`src/rtl/receive_data.sv`:
```
// Feedback byte receiver: edge-detects UART bytes, validates type 01, updates feedback flags.
// Optional link watchdog enabled by defining RECV_TIMEOUT_EN.
module receive_data #(
  parameter int unsigned TIMEOUT_CYCLES = 153600,
  parameter int unsigned CNT_W          = 18
) (
  input  logic       clock,
  input  logic       reset,
  input  logic [7:0] data_out_bits,
  input  logic       data_out_valid,
  input  logic       script_mode,
  output logic [5:0] feedback,
  output logic       feedback_changed,
  output logic [7:0] fb_count,
  output logic       link_alive,
  output logic       overrun,
  output logic [7:0] leds
);

  typedef enum logic [1:0] {StIdle, StCheck, StUpdate} state_e;

  state_e     state;
  logic       valid_prev;
  logic       valid_straddle;
  logic [7:0] hold_reg;
  logic       overrun_q;
  logic       byte_det;
  logic       drop;

  if ((64'(1) << CNT_W) <= 64'(TIMEOUT_CYCLES)) begin : g_bad_cnt_w
    $error("CNT_W too narrow for TIMEOUT_CYCLES");
  end

`ifdef RECV_TIMEOUT_EN
  localparam logic [CNT_W-1:0] TimeoutLoad = CNT_W'(TIMEOUT_CYCLES);
  logic [CNT_W-1:0] timeout_cnt;
`endif

  // A level already high across reset release must not count as a new byte.
  assign byte_det = data_out_valid & ~valid_prev & ~valid_straddle;
  assign drop     = byte_det & (state != StIdle) & ~script_mode;
  assign overrun  = overrun_q | drop;
  assign leds     = {link_alive, overrun, feedback};

  always_ff @(posedge clock) begin
    if (!reset) begin
      state            <= StIdle;
      valid_prev       <= 1'b0;
      valid_straddle   <= data_out_valid;
      hold_reg         <= 8'h00;
      overrun_q        <= 1'b0;
      feedback         <= 6'h00;
      feedback_changed <= 1'b0;
      fb_count         <= 8'h00;
      link_alive       <= 1'b0;
`ifdef RECV_TIMEOUT_EN
      timeout_cnt      <= '0;
`endif
    end else begin
      valid_prev       <= data_out_valid;
      valid_straddle   <= 1'b0;
      feedback_changed <= 1'b0;
      if (drop) begin
        overrun_q <= 1'b1;
      end
      if (script_mode) begin
        state      <= StIdle;
        link_alive <= 1'b0;
`ifdef RECV_TIMEOUT_EN
        timeout_cnt <= '0;
`endif
      end else begin
`ifdef RECV_TIMEOUT_EN
        if (timeout_cnt != '0) begin
          timeout_cnt <= timeout_cnt - 1'b1;
          if (timeout_cnt == CNT_W'(1)) begin
            link_alive <= 1'b0;
          end
        end
`endif
        unique case (state)
          StIdle: begin
            if (byte_det) begin
              hold_reg <= data_out_bits;
              state    <= StCheck;
            end
          end
          StCheck: begin
            state <= (hold_reg[1:0] == 2'b01) ? StUpdate : StIdle;
          end
          StUpdate: begin
            // Assignments here override the watchdog decrement above.
            feedback         <= hold_reg[7:2];
            feedback_changed <= (hold_reg[7:2] != feedback);
            fb_count         <= fb_count + 8'd1;
            link_alive       <= 1'b1;
`ifdef RECV_TIMEOUT_EN
            timeout_cnt      <= TimeoutLoad;
`endif
            state            <= StIdle;
          end
          default: state <= StIdle;
        endcase
      end
    end
  end

endmodule

```
`config.mk`:
```
export PLATFORM = sky130hd
export DESIGN_NAME = receive_data
export DESIGN_NICKNAME = d
export VERILOG_FILES = /design/src/rtl/receive_data.sv
export SDC_FILE = /design/constraint.sdc
export NUM_CORES = 1
export LEC_CHECK = 0
export CAP_MARGIN = 5
export CORE_MARGIN = 4
export CORE_UTILIZATION = 43
export DETAILED_ROUTE_END_ITERATION = 10
export PLACE_DENSITY_LB_ADDON = 0.15
export SETUP_SLACK_MARGIN = 0.2
export SLEW_MARGIN = 20
export SYNTH_ARGS = -nofsm -noshare
export SYNTH_HDL_FRONTEND = slang
export SYNTH_SLANG_ARGS = --single-unit
```
`constraint.sdc`:
```
create_clock -name clock -period 1.99 [get_ports clock]
set_input_delay 0.398 -clock clock [delete_from_list [all_inputs] [get_ports clock]]
set_output_delay 0.398 -clock clock [all_outputs]
set_load 0.03 [all_outputs]
```
==> metrics, run 1 <==
status=finished clean; CP required=2.25 ns; most used cell, CP=buf_4; Vias/cell=5.188; Yosys warnings=0; share of cells above drive strength 1=19.79%; crit path cell chain=nor4b_4 -> buf_4 -> buf_4 -> buf_4 -> buf_4 -> buf_4 -> buf_4 -> buf_4 -> nand3_1 -> a21oi_1; total CTS buffers=5; Tightest Pin Transition=0.5104 ns; Place WS=-0.1259 ns; Routed WL per cell=13.58 µm; final setup fails=0; Final Max Tran Viols=0; final hold violations=0; DR iter-0 viols=69; kind of critical path=reg2reg; post-synthesis instance total=144; Final Power=1.099 mW; Clock transition at path regs=0.09 ns; crit path time final=1.737 ns; Worst Hold Class=reg2reg; die footprint=3807 µm²; hpwl dp=2057 µm; CP max stage delay=0.35 ns; Slew headroom=65.84%; Buf/Inv on CP=7; Starting Density=44.96%; Yosys reg bits=29; H-tree Lvls=2; initial antenna violation count=0; family with the most delay on the worst path=buffers and inverters; clk_lat worst skew=0.33 ns; row count=19; largest net degree at the start of global routing=15; n_diodes=0; first-pass GRT wire length=4685 µm; Avg Inst Size Synth=8.611 µm²; Die Ht=61.70 µm; Area growth, synth to finish=42.79%; Hold Slack=0.4332 ns; final core occ=64.20%; Final ANT Viol Nets=0; critical path's slowest cell=dfxtp_1; CP max FO=8; I/O Buffers=36; max cap viols=0; total track usage=16.96%; Syn Std Cell Area=1240 µm²; cell area power density=620.7 nW/µm²; layout net count=204; Die X=61.70 µm; vias in the first global route=1,039; DRT Pass-1 Iters=4; Core ar.=2758 µm²; I/O pins=37; final setup margin=0.2526 ns; count of cell types in the netlist=30; static leakage=0.8074 nW; Worst setup EP type=register; GP Congestion=0.8139; Clock Skew=0.008765 ns; fin crit share=87.31%; CTS max path bufs=2; Post-Syn Nets=157; fmax=575.6 MHz; RSZ-0062 raised after global routing=no; GRT Residual Overflow=0; crit path DAT=2.00 ns; # DRC=0; peak supply drop=0.0004679 V; clock sink count=29; CP startpoint kind=register; Root Driver=clkbuf_4; Vias=1,157; drt total wl=3028 µm; Seq/Total Area, Yosys=46.82%; TritonCTS clock tree=built
tightest hold or removal path, delay by kind of cell, from the launching register on:
| kind | cells | cell delay, ns |
|---|---|---|
| DFF | 1 | 0.32 |
| and+or+nand+nor | 2 | 0.09 |
layout make-up:
| type | instances | area (µm²) |
|---|---|---|
| clock buffer | 7 | 65.06 |
| clock inverter | 1 | 5.005 |
| fill | 237 | 987.2 |
| inverter | 3 | 11.26 |
| multi-input combinational | 98 | 583.1 |
| sequential | 29 | 588.1 |
| tap | 31 | 38.79 |
| timing repair buffer | 54 | 479.2 |
routing by layer:
layer | routed length (µm) | global-route usage, % | vias to the layer above
met5 | 0 | 0 | -
met4 | 51 | 8.182 | 0
met3 | 193 | 4.752 | 5
met2 | 1417 | 25.41 | 41
met1 | 1366 | 22.46 | 519
li1 | - | - | 592
cell families after synthesis:
| kind of cell | Yosys count | share of synthesized area (%) |
|---|---|---|
| DFF | 29 | 46.82 |
| AOI/OAI and AO/OA | 38 | 16.05 |
| adders and majority gates | 1 | 1.009 |
| buffers and inverters | 17 | 7.669 |
| and+or+nand+nor | 52 | 23.51 |
| xor gates and xnor gates | 7 | 4.945 |
path summary, 6_finish.rpt:
kind                               to  depth (start not counted)  slack [ns]                       from
max reg2reg  hold_reg[2]$_SDFFE_PN0P_                         10        0.25  valid_straddle$_SDFF_PP0_
min reg2reg     state[1]$_SDFFE_PP0P_                          2        0.43   hold_reg[0]$_SDFFE_PN0P_
min             state[1]$_SDFFE_PP0P_                          2        0.43   hold_reg[0]$_SDFFE_PN0P_
max          hold_reg[2]$_SDFFE_PN0P_                         10        0.25  valid_straddle$_SDFF_PP0_
placed cells by master, fill, tap and decap left out, types with 3 or more instances in the layout:
cell type / count
nand2_1: 18
xor2_1: 4
clkdlybuf4s50_1: 10
nor2_1: 3
buf_6: 3
or3_1: 3
or4_1: 3
clkbuf_4: 5
o21ai_0: 12
xnor2_1: 3
dlymetal6s2s_1: 3
nand3_1: 10
dlygate4sd2_1: 20
buf_4: 17
inv_1: 3
dfxtp_1: 27
a21oi_1: 20
repair_timing:
action                                  CTS  global route
pin swaps                                 2             3
setup buffers                             6             3
cloned                                    0             0
resized for setup                        25            11
endpoints found under the setup margin   21            13
hold buffers                              0             0
power breakdown:
| group | internal, mW | leakage, nW | switching, mW |
|---|---|---|---|
| registers | 0.587 | 0.236 | 0.00884 |
| clock network | 0.205 | 0.0413 | 0.211 |
| logic | 0.0490 | 0.530 | 0.0381 |
| total | 0.841 | 0.807 | 0.258 |
stage by stage:
step | instance area (µm²) | TNS, ns | std cells
final | 1770 | 0 | 223
after global routing | 1770 | 0 | 223
after CTS | 1729 | 0 | 220
after global placement | 1627 | -0.6012 | 206
after detailed placement | 1627 | -0.9735 | 206
after floorplan | 1249 | 0 | 144
synth_stat cells (all sizes together):
cell type	number	area [µm²]
nand3	10	50.05
or4b	1	10.01
or3b	2	17.52
clkbuf	6	23.77
nand4b	2	17.52
a31oi	1	6.260
nor3	1	5.000
or3	3	18.77
nor2	3	11.26
a21o	1	7.510
ha	1	12.51
nor4b	1	15.01
nor3b	1	12.51
a21oi	22	110.1
inv	3	11.26
o31ai	2	15.01
or2	1	6.260
dfxtp	29	580.6
nor2b	1	6.260
and2	2	12.51
xor2	4	35.03
xnor2	3	26.28
or4	3	22.52
nand2	18	67.56
buf	8	60.06
nand2b	1	6.260
nor4	2	12.51
o21ai	12	60.06
Power figures use the tool's default switching activity.
==> run 2, diff against run 1 <==
--- a/config.mk
+++ b/config.mk
@@ -6,9 +6,11 @@
 export NUM_CORES = 1
 export LEC_CHECK = 0
 export CAP_MARGIN = 5
+export CORE_ASPECT_RATIO = 1.25
 export CORE_MARGIN = 4
 export CORE_UTILIZATION = 43
 export DETAILED_ROUTE_END_ITERATION = 10
+export MAX_ROUTING_LAYER = met4
 export PLACE_DENSITY_LB_ADDON = 0.15
 export SETUP_SLACK_MARGIN = 0.2
 export SLEW_MARGIN = 20
==> run 2 against run 1 <==
Clock skew increased by 0.00062 ns. Non-clock buffer count decreased by 11. Critical path depth decreased by 7. Global-route usage decreased by 1.6 points. Sequential share of layout area increased by 1.6 points. Via count decreased by 2.7%. Design area decreased by 5.4%. Utilization decreased by 2.9 points. Sequential cell count unchanged. Worst setup slack improved by 0.027 ns.
==> metrics, run 2 (same netlist as run 1, synthesis figures left out) <==
Reg2Reg Depth=3; RSZ-0062 raised after global routing=no; Slew headroom=67.40%; FF-to-FF End=fb_count[6]$_SDFFE_PN0P_; final setup fails=0; n_diodes=0; final hold violations=0; M3 GR Usage=4.151%; drt total wl=2704 µm; Area growth, synth to finish=35.12%; CP required=1.59 ns; Final Power=1.086 mW; Fill cells=277; TritonCTS clock tree=built; Clock Skew=0.009384 ns; total CTS buffers=5; CTS max path bufs=2; Worst path depth=3; family with the most delay on the worst path=flip-flops; CP max FO=8; final std cells w/o fill=215; commonest cells after routing, fill and taps aside=27 x dfxtp_1, 22 x a21oi_1, 20 x dlygate4sd2_1; GRT Residual Overflow=0; status=finished clean; vias in the first global route=999; CP startpoint kind=register; I/O Buffers=36; Hold Slack=0.4150 ns; row count=21; DR iter-0 viols=16; kind of critical path=reg2out; static leakage=0.7498 nW; Root Driver=clkbuf_4; reg2reg setup slack=0.39 ns; # DRC=0; final setup TNS=0 ns; final setup margin=0.2797 ns; clock sink count=29; clk_lat worst skew=0.34 ns; GP Congestion=0.7650; routing usage on met2=24.12%; Worst Hold Class=in2reg; Worst setup EP type=output port; most common cell after layout, fill and taps aside=dfxtp_1; CP max stage delay=0.37 ns; Die X=56.03 µm; fin crit share=85.94%; initial antenna violation count=0; crit path cell chain=or2_4 -> a21o_1 -> buf_6; Top Usage Layer GRT=met2; largest net degree at the start of global routing=15; I/O pins=37; Placed Cells=206; Vias=1,126; max cap viols=0; Final ANT Viol Nets=0; Place WS=-0.1467 ns; Core ar.=2733 µm²; hpwl dp=1966 µm; DRT Pass-1 Iters=4; CP Capture Point=overrun; H-tree Lvls=2; Die Ht=68.04 µm; Vias/cell=5.237; crit path DAT=1.31 ns; Buf/Inv on CP=1; Starting Density=45.38%; die footprint=3812 µm²; layout net count=193; Final Max Tran Viols=0; critical path's slowest cell=dfxtp_2; worst setup path start=state[0]$_SDFFE_PP0P_; Routed WL per cell=12.58 µm; Clock transition at path regs=0.09 ns; total track usage=15.40%; crit path time final=1.710 ns; Final Cell Area=1675 µm²; hold buffer count at cts=0; share of cells above drive strength 1=13.81%; reg-to-reg critical path startpoint=state[1]$_SDFFE_PP0P_; Tightest Pin Transition=0.4871 ns; first-pass GRT wire length=4333 µm; peak supply drop=0.0003963 V; fmax=584.7 MHz; cell area power density=648.1 nW/µm²; met1 Use GR=16.88%; Placed Instance Area=1608 µm²; final core occ=61.31%
run 2: worst min-delay path: stages:
cell,delay [ns]
buf_2,0.13
nor3b_2,0.07
nand2_1,0.06
a21oi_1,0.05
run 2: worst min path at each step:
stage / startpoint / end / slack (ns) / cells after the start
6_report: script_mode / fb_count[1]$_SDFFE_PN0P_ / 0.41 / 4
5_1_grt: hold_reg[1]$_SDFFE_PN0P_ / state[1]$_SDFFE_PP0P_ / 0.43 / 1
4_1_cts: script_mode / fb_count[1]$_SDFFE_PN0P_ / 0.42 / 4
3_5_place_dp: hold_reg[1]$_SDFFE_PN0P_ / state[1]$_SDFFE_PP0P_ / 0.41 / 1
3_3_place_gp: hold_reg[1]$_SDFFE_PN0P_ / state[1]$_SDFFE_PP0P_ / 0.40 / 1
2_1_floorplan: hold_reg[1]$_SDFFE_PN0P_ / state[1]$_SDFFE_PP0P_ / 0.39 / 1
run 2: layer usage:
layer,vias up,share of wire [%]
met5,-,0
met4,0,2.7
met3,8,6.4
met2,30,47
met1,521,44
li1,567,-
run 2: cell type report:
type                            instances  area [µm²]  share of cell area [%]
Timing Repair Buffer                   43       392.9                   23.45
Tap cell                               34       42.54                   2.539
Multi-Input combinational cell         98       575.6                   34.35
Clock buffer                            7       65.06                   3.883
Sequential cell                        29       583.1                   34.80
Inverter                                3       11.26                  0.6721
Clock inverter                          1       5.005                  0.2987
run 2: power by group:
group / switching, mW / total [mW] / internal, mW
Clock: 0.212 / 0.417 / 0.204
Sequential: 0.00875 / 0.598 / 0.589
Combinational: 0.0321 / 0.0711 / 0.0391
run 2: what timing repair did:
item | in CTS | in global routing
pin swaps | 1 | 1
endpoints found under the setup margin | 21 | 5
resized for setup | 28 | 4
buffers inserted | 0 | 1
